## src/rtl/rom_fetch_sequencer.sv

```systemverilog
// CPU-side initiator for the program ROM nibble-serial fetch: 8-phase cycle counter,
// program counter, nibble capture and single/double-word instruction assembly.
module rom_fetch_sequencer #(
    parameter logic [11:0] RESET_PC      = 12'h000,
    parameter logic [15:0] TWO_WORD_MASK = 16'b0000_0000_1011_0110
) (
    input  logic        clk,
    input  logic        rst,
    input  logic        hold,
    output logic [2:0]  cycle,
    output logic        sync,
    output logic [11:0] rom_addr,
    input  logic [3:0]  rom_nibble,
    input  logic        jump_en,
    input  logic [11:0] jump_addr,
    output logic        instr_valid,
    output logic [7:0]  instr_word1,
    output logic [7:0]  instr_word2,
    output logic        instr_two,
    output logic [11:0] instr_pc
);

    typedef enum logic [2:0] {
        A1 = 3'd0, A2 = 3'd1, A3 = 3'd2, M1 = 3'd3,
        M2 = 3'd4, X1 = 3'd5, X2 = 3'd6, X3 = 3'd7
    } phase_t;

    phase_t      phase_q, phase_d;
    logic [11:0] pc;
    logic [3:0]  opr_nib;
    logic        pending;
    logic [7:0]  word1_hold;
    logic [11:0] pc_hold;
    logic [7:0]  fetched;
    logic        is_two;

    assign cycle = phase_q;
    assign sync  = (phase_q == X3);

    // FIM with an odd OPA is SRC, which is single-word.
    assign fetched = {opr_nib, rom_nibble};
    assign is_two  = TWO_WORD_MASK[fetched[7:4]] && !((fetched[7:4] == 4'h2) && fetched[0]);

    always_comb begin
        // NOTE: default assigned first so no path leaves phase_d unassigned (no latch).
        phase_d = phase_t'(phase_q + 3'd1);
        if (phase_q == X3 && hold)
            phase_d = X3;
    end

    // NOTE: all state updates are non-blocking so every register samples pre-edge values.
    always_ff @(posedge clk) begin
        if (rst) begin
            phase_q     <= A1;
            pc          <= RESET_PC;
            rom_addr    <= RESET_PC;
            opr_nib     <= 4'h0;
            pending     <= 1'b0;
            word1_hold  <= 8'h00;
            pc_hold     <= 12'h000;
            instr_valid <= 1'b0;
            instr_word1 <= 8'h00;
            instr_word2 <= 8'h00;
            instr_two   <= 1'b0;
            instr_pc    <= 12'h000;
        end else begin
            phase_q     <= phase_d;
            instr_valid <= 1'b0;
            case (phase_q)
                M1: opr_nib <= rom_nibble;
                M2: begin
                    pc <= pc + 12'd1;
                    // Outputs registered here appear during X1.
                    if (pending) begin
                        instr_valid <= 1'b1;
                        instr_word1 <= word1_hold;
                        instr_word2 <= fetched;
                        instr_two   <= 1'b1;
                        instr_pc    <= pc_hold;
                        pending     <= 1'b0;
                    end else if (is_two) begin
                        word1_hold <= fetched;
                        pc_hold    <= rom_addr;
                        pending    <= 1'b1;
                    end else begin
                        instr_valid <= 1'b1;
                        instr_word1 <= fetched;
                        instr_word2 <= 8'h00;
                        instr_two   <= 1'b0;
                        instr_pc    <= rom_addr;
                    end
                end
                X3: begin
                    if (jump_en) begin
                        pc      <= jump_addr;
                        pending <= 1'b0;
                    end
                    if (!hold)
                        rom_addr <= jump_en ? jump_addr : pc;
                end
                default: ;
            endcase
        end
    end

endmodule

```

## config.mk

```make
export PLATFORM = sky130hd
export DESIGN_NAME = rom_fetch_sequencer
export DESIGN_NICKNAME = d
export VERILOG_FILES = /design/src/rtl/rom_fetch_sequencer.sv
export SDC_FILE = /design/constraint.sdc
export NUM_CORES = 1
export LEC_CHECK = 0
export CAP_MARGIN = 15
export CORE_ASPECT_RATIO = 1.4
export CORE_MARGIN = 3
export CORE_UTILIZATION = 58
export CTS_BUF_LIST = sky130_fd_sc_hd__clkbuf_4 sky130_fd_sc_hd__clkbuf_8
export DETAILED_ROUTE_END_ITERATION = 6
export GPL_ROUTABILITY_DRIVEN = 0
export PLACE_DENSITY = 0.88
export SETUP_SLACK_MARGIN = 0.5
export SYNTH_ARGS = -nofsm -noshare
export SYNTH_HDL_FRONTEND = slang
export SYNTH_SLANG_ARGS = --single-unit
export TNS_END_PERCENT = 1
```

## constraint.sdc

```tcl
create_clock -name clk -period 3.32 [get_ports clk]
set_clock_uncertainty 0.1 [all_clocks]
set_input_delay 0.664 -clock clk [delete_from_list [all_inputs] [get_ports clk]]
set_output_delay 0.664 -clock clk [all_outputs]
set_load 0.05 [all_outputs]
```

==> results.md <==
* Outcome: finished clean
* Critical path launch point: cycle[2]
* Synthesized area at 3610 um2
* H-tree levels at 3
* 1st-iter DRT viols at 212
* Fin Setup TNS at 0 ns
* Final setup vio count at 0
* Combinational share of power at 11.1%
* Min-Delay Path Class: reg -> reg
* CP delay by family, top: buffers and inverters
* FMAX at 0.374 GHz
* Root buf cell: clkbuf_8
* Worst-path clk slew at 0.08 ns
* # port buffers at 65
* Min Tclk post-route at 2.67 ns
* Drc violations at 0
* Vias in the first global route at 2824
* Worst Tran Pin Value at 0.698 ns
* P_sw at 528 uW
* Clock Path Buffers at 2
* Synth Instances at 386
* Max VDD drop at 0.000322 V
* Most numerous cell in the Yosys netlist: dfxtp_1
* Synth top cells by count: dfxtp_1, nor2_1, nand2_1
* 1st-pass router iterations at 5
* Largest cells by area after synthesis: dfxtp_1, mux2i_1, a211oi_2
* Unrepaired setup endpoints after global routing: no
* Ratio of cells with drive above 1 in the final layout at 10.5%
* Die X at 72.7 um
* Endpoint class of the critical path: primary output
* Row count at 33
* Core area at 5950 um2
* Worst-path cell chain: ha_1 -> clkdlybuf4s50_1
* FFs w/ async S/R, synth at 0%
* Wl on met1 at 3.33 mm
* Hold_sp: word1_hold[1]
* CP max stage cell: clkdlybuf4s50_1
* CP max FO at 10
* Initial antenna violation count at 0
* First-pass GRT wire length at 13.4 mm
* Sequential share of power at 50.0%
* Crit path kind: reg -> out
* WL final at 8.13 mm
* Post-synth EDFFs at 0
* Pint at 1.54 mW
* Synth warnings at 0
* Mean routed wirelength per cell at 15.7 um
* Setup Fix Bufs, Post-CTS at 0
* Core Util, Final at 75.4%
* Pwr/cell area at 461 nW/um2
* FILL cells at 429
* Final Cycle Share at 80.4%
* Syn_nets at 412
* Synth cell types at 44
* Routed via count at 3031
* N_diodes at 0
* Max-cap violation count at 0
* Req. time, crit path at 2.56 ns
* Post-synth top area share at 46.0%
* Post-route ant nets at 0
* Mean Syn Cell Area at 9.35 um2
* Sequential share of the synthesized area at 46.0%
* R2r startpoint: cycle[0]
* Final hold violation count at 0
* Pin count of the biggest net entering global routing at 43
* Top Layer Used: met4
* Clock Latency Late Sink at 0.36 ns
* Die area at 7220 um2
* Leakage power at 1.49 nW
* Sw Share at 25.6%
* CTS tree: built
* Initial Utilization at 60.7%
* Die H at 99.4 um
* HPWL after DPL at 5.73 mm
* I/O pins at 66
* Vias per inst at 5.87
* TritonCTS Sinks at 83
* Area added between synthesis and finish at 24.2%
* Slew Limit Fails at 0
* Buffers & Inverters on Critical Path at 1
* Peak per-stage delay on the critical path at 0.81 ns
* Startpoint Class: flop
* Met3 WL at 404 um
* Post-CTS Resized at 0
* Fin nets at 467
* Ys flop type: dfxtp_1
* GRT overflow at 0
* Area leader, netlist: dfxtp_1
* Flops & latches, synth at 83
* Clock power share at 38.9%
* Met2 wire length at 4.22 mm
* WP data arrival at 1.91 ns
* Num CTS Buffers at 9
* Relative slew slack at 53.4%
* Hold-fix buffers at CTS at 0
* GRT Resource Usage Total at 23.9%
-- worst reg2reg max path: stages (launching register included) --
cell and delay [ns]:
dfxtp_1 0.34, ha_1 0.23, ha_1 0.20, buf_4 0.22, and4b_1 0.43, nand3_1 0.13
or2_2 0.29, a31oi_1 0.16
-- through the flow --
step / setup slack [ns] / power, mW / hold WS, ns / area [um2] / std cells
6_report: 0.649 / 2.07 / 0.359 / 4480 / 516
5_1_grt: 0.563 / 2.13 / 0.385 / 4480 / 516
4_1_cts: 0.607 / 2.08 / 0.357 / 4480 / 516
3_5_place_dp: 0.780 / 1.28 / 0.346 / 4260 / 500
3_3_place_gp: 0.874 / 1.28 / 0.341 / 4260 / 500
2_1_floorplan: 0.751 / 1.21 / 0.336 / 3610 / 386
-- cell type report --
class | count | area (um2) | share of cell area, %
clock buffer | 10 | 131 | 2.93
multi-input combinational | 268 | 1780 | 39.6
tap | 70 | 87.6 | 1.95
timing repair buffer | 72 | 711 | 15.9
sequential | 83 | 1660 | 37.1
clock inverter | 6 | 88.8 | 1.98
inverter | 7 | 26.3 | 0.586
-- routing by layer --
layer | up-vias | track usage (%)
met4 | 0 | 10.1
li1 | 1488 | -
met2 | 99 | 39.6
met5 | - | 0
met1 | 1430 | 29.5
met3 | 14 | 5.16
-- cell families (layout without fill, tap and decap cells) --
group / count (synthesis) / count (layout) / synth area share (%)
AO/OA/AOI/OAI: 93 / 93 / 20.2
buffers and inverters: 35 / 95 / 4.78
multiplexers: 37 / 37 / 10.3
XOR/XNOR: 3 / 3 / 0.728
AND/OR/NAND/NOR: 129 / 129 / 15.9
flip-flops: 83 / 83 / 46.0
adder cells (fa/ha/maj): 6 / 6 / 2.08
-- cells in the final DEF (no fill, tap or decap), drive strengths merged, types with 2 or more instances in the layout --
master	count
a22oi	2
nor4	3
o21a	6
and4b	2
a31oi	2
bufinv	2
a211oi	32
clkbuf	10
o311a	2
mux2i	36
o21ai	3
nor2	50
nand2b	2
nor3	5
nand3	6
nor2b	3
nand2	46
clkinvlp	2
dfxtp	83
clkdlybuf4s50	64
xor2	2
a21oi	34
buf	8
ha	6
inv	8
nand4	3
a22o	8
-- power by group through the flow --
stage | logic, mW | clock network (mW) | registers, mW
2_1_floorplan | 0.0976 | 0 | 1.11
3_5_place_dp | 0.228 | 0 | 1.06
4_1_cts | 0.230 | 0.814 | 1.03
5_1_grt | 0.245 | 0.849 | 1.04
6_report | 0.229 | 0.804 | 1.03
3_3_place_gp | 0.223 | 0 | 1.06
-- registers in the layout, indices dropped and copies added (netlist names), named ones only --
name	flops
instr_two	1
pc_hold	12
pending	1
opr_nib	4
instr_valid	1
instr_word1	8
instr_pc	12
rom_addr	12
word1_hold	8
cycle	3
instr_word2	8
pc	12
-- final timing paths --
path / to / slack (ns) / cells past startpoint
min reg2reg: word1_hold[1] / 0.36 / 2
max: sync / 0.65 / 2
min: word1_hold[1] / 0.36 / 2
max reg2reg: pc[4] / 1.16 / 7
Note: power is estimated with default switching activity, not from simulation.
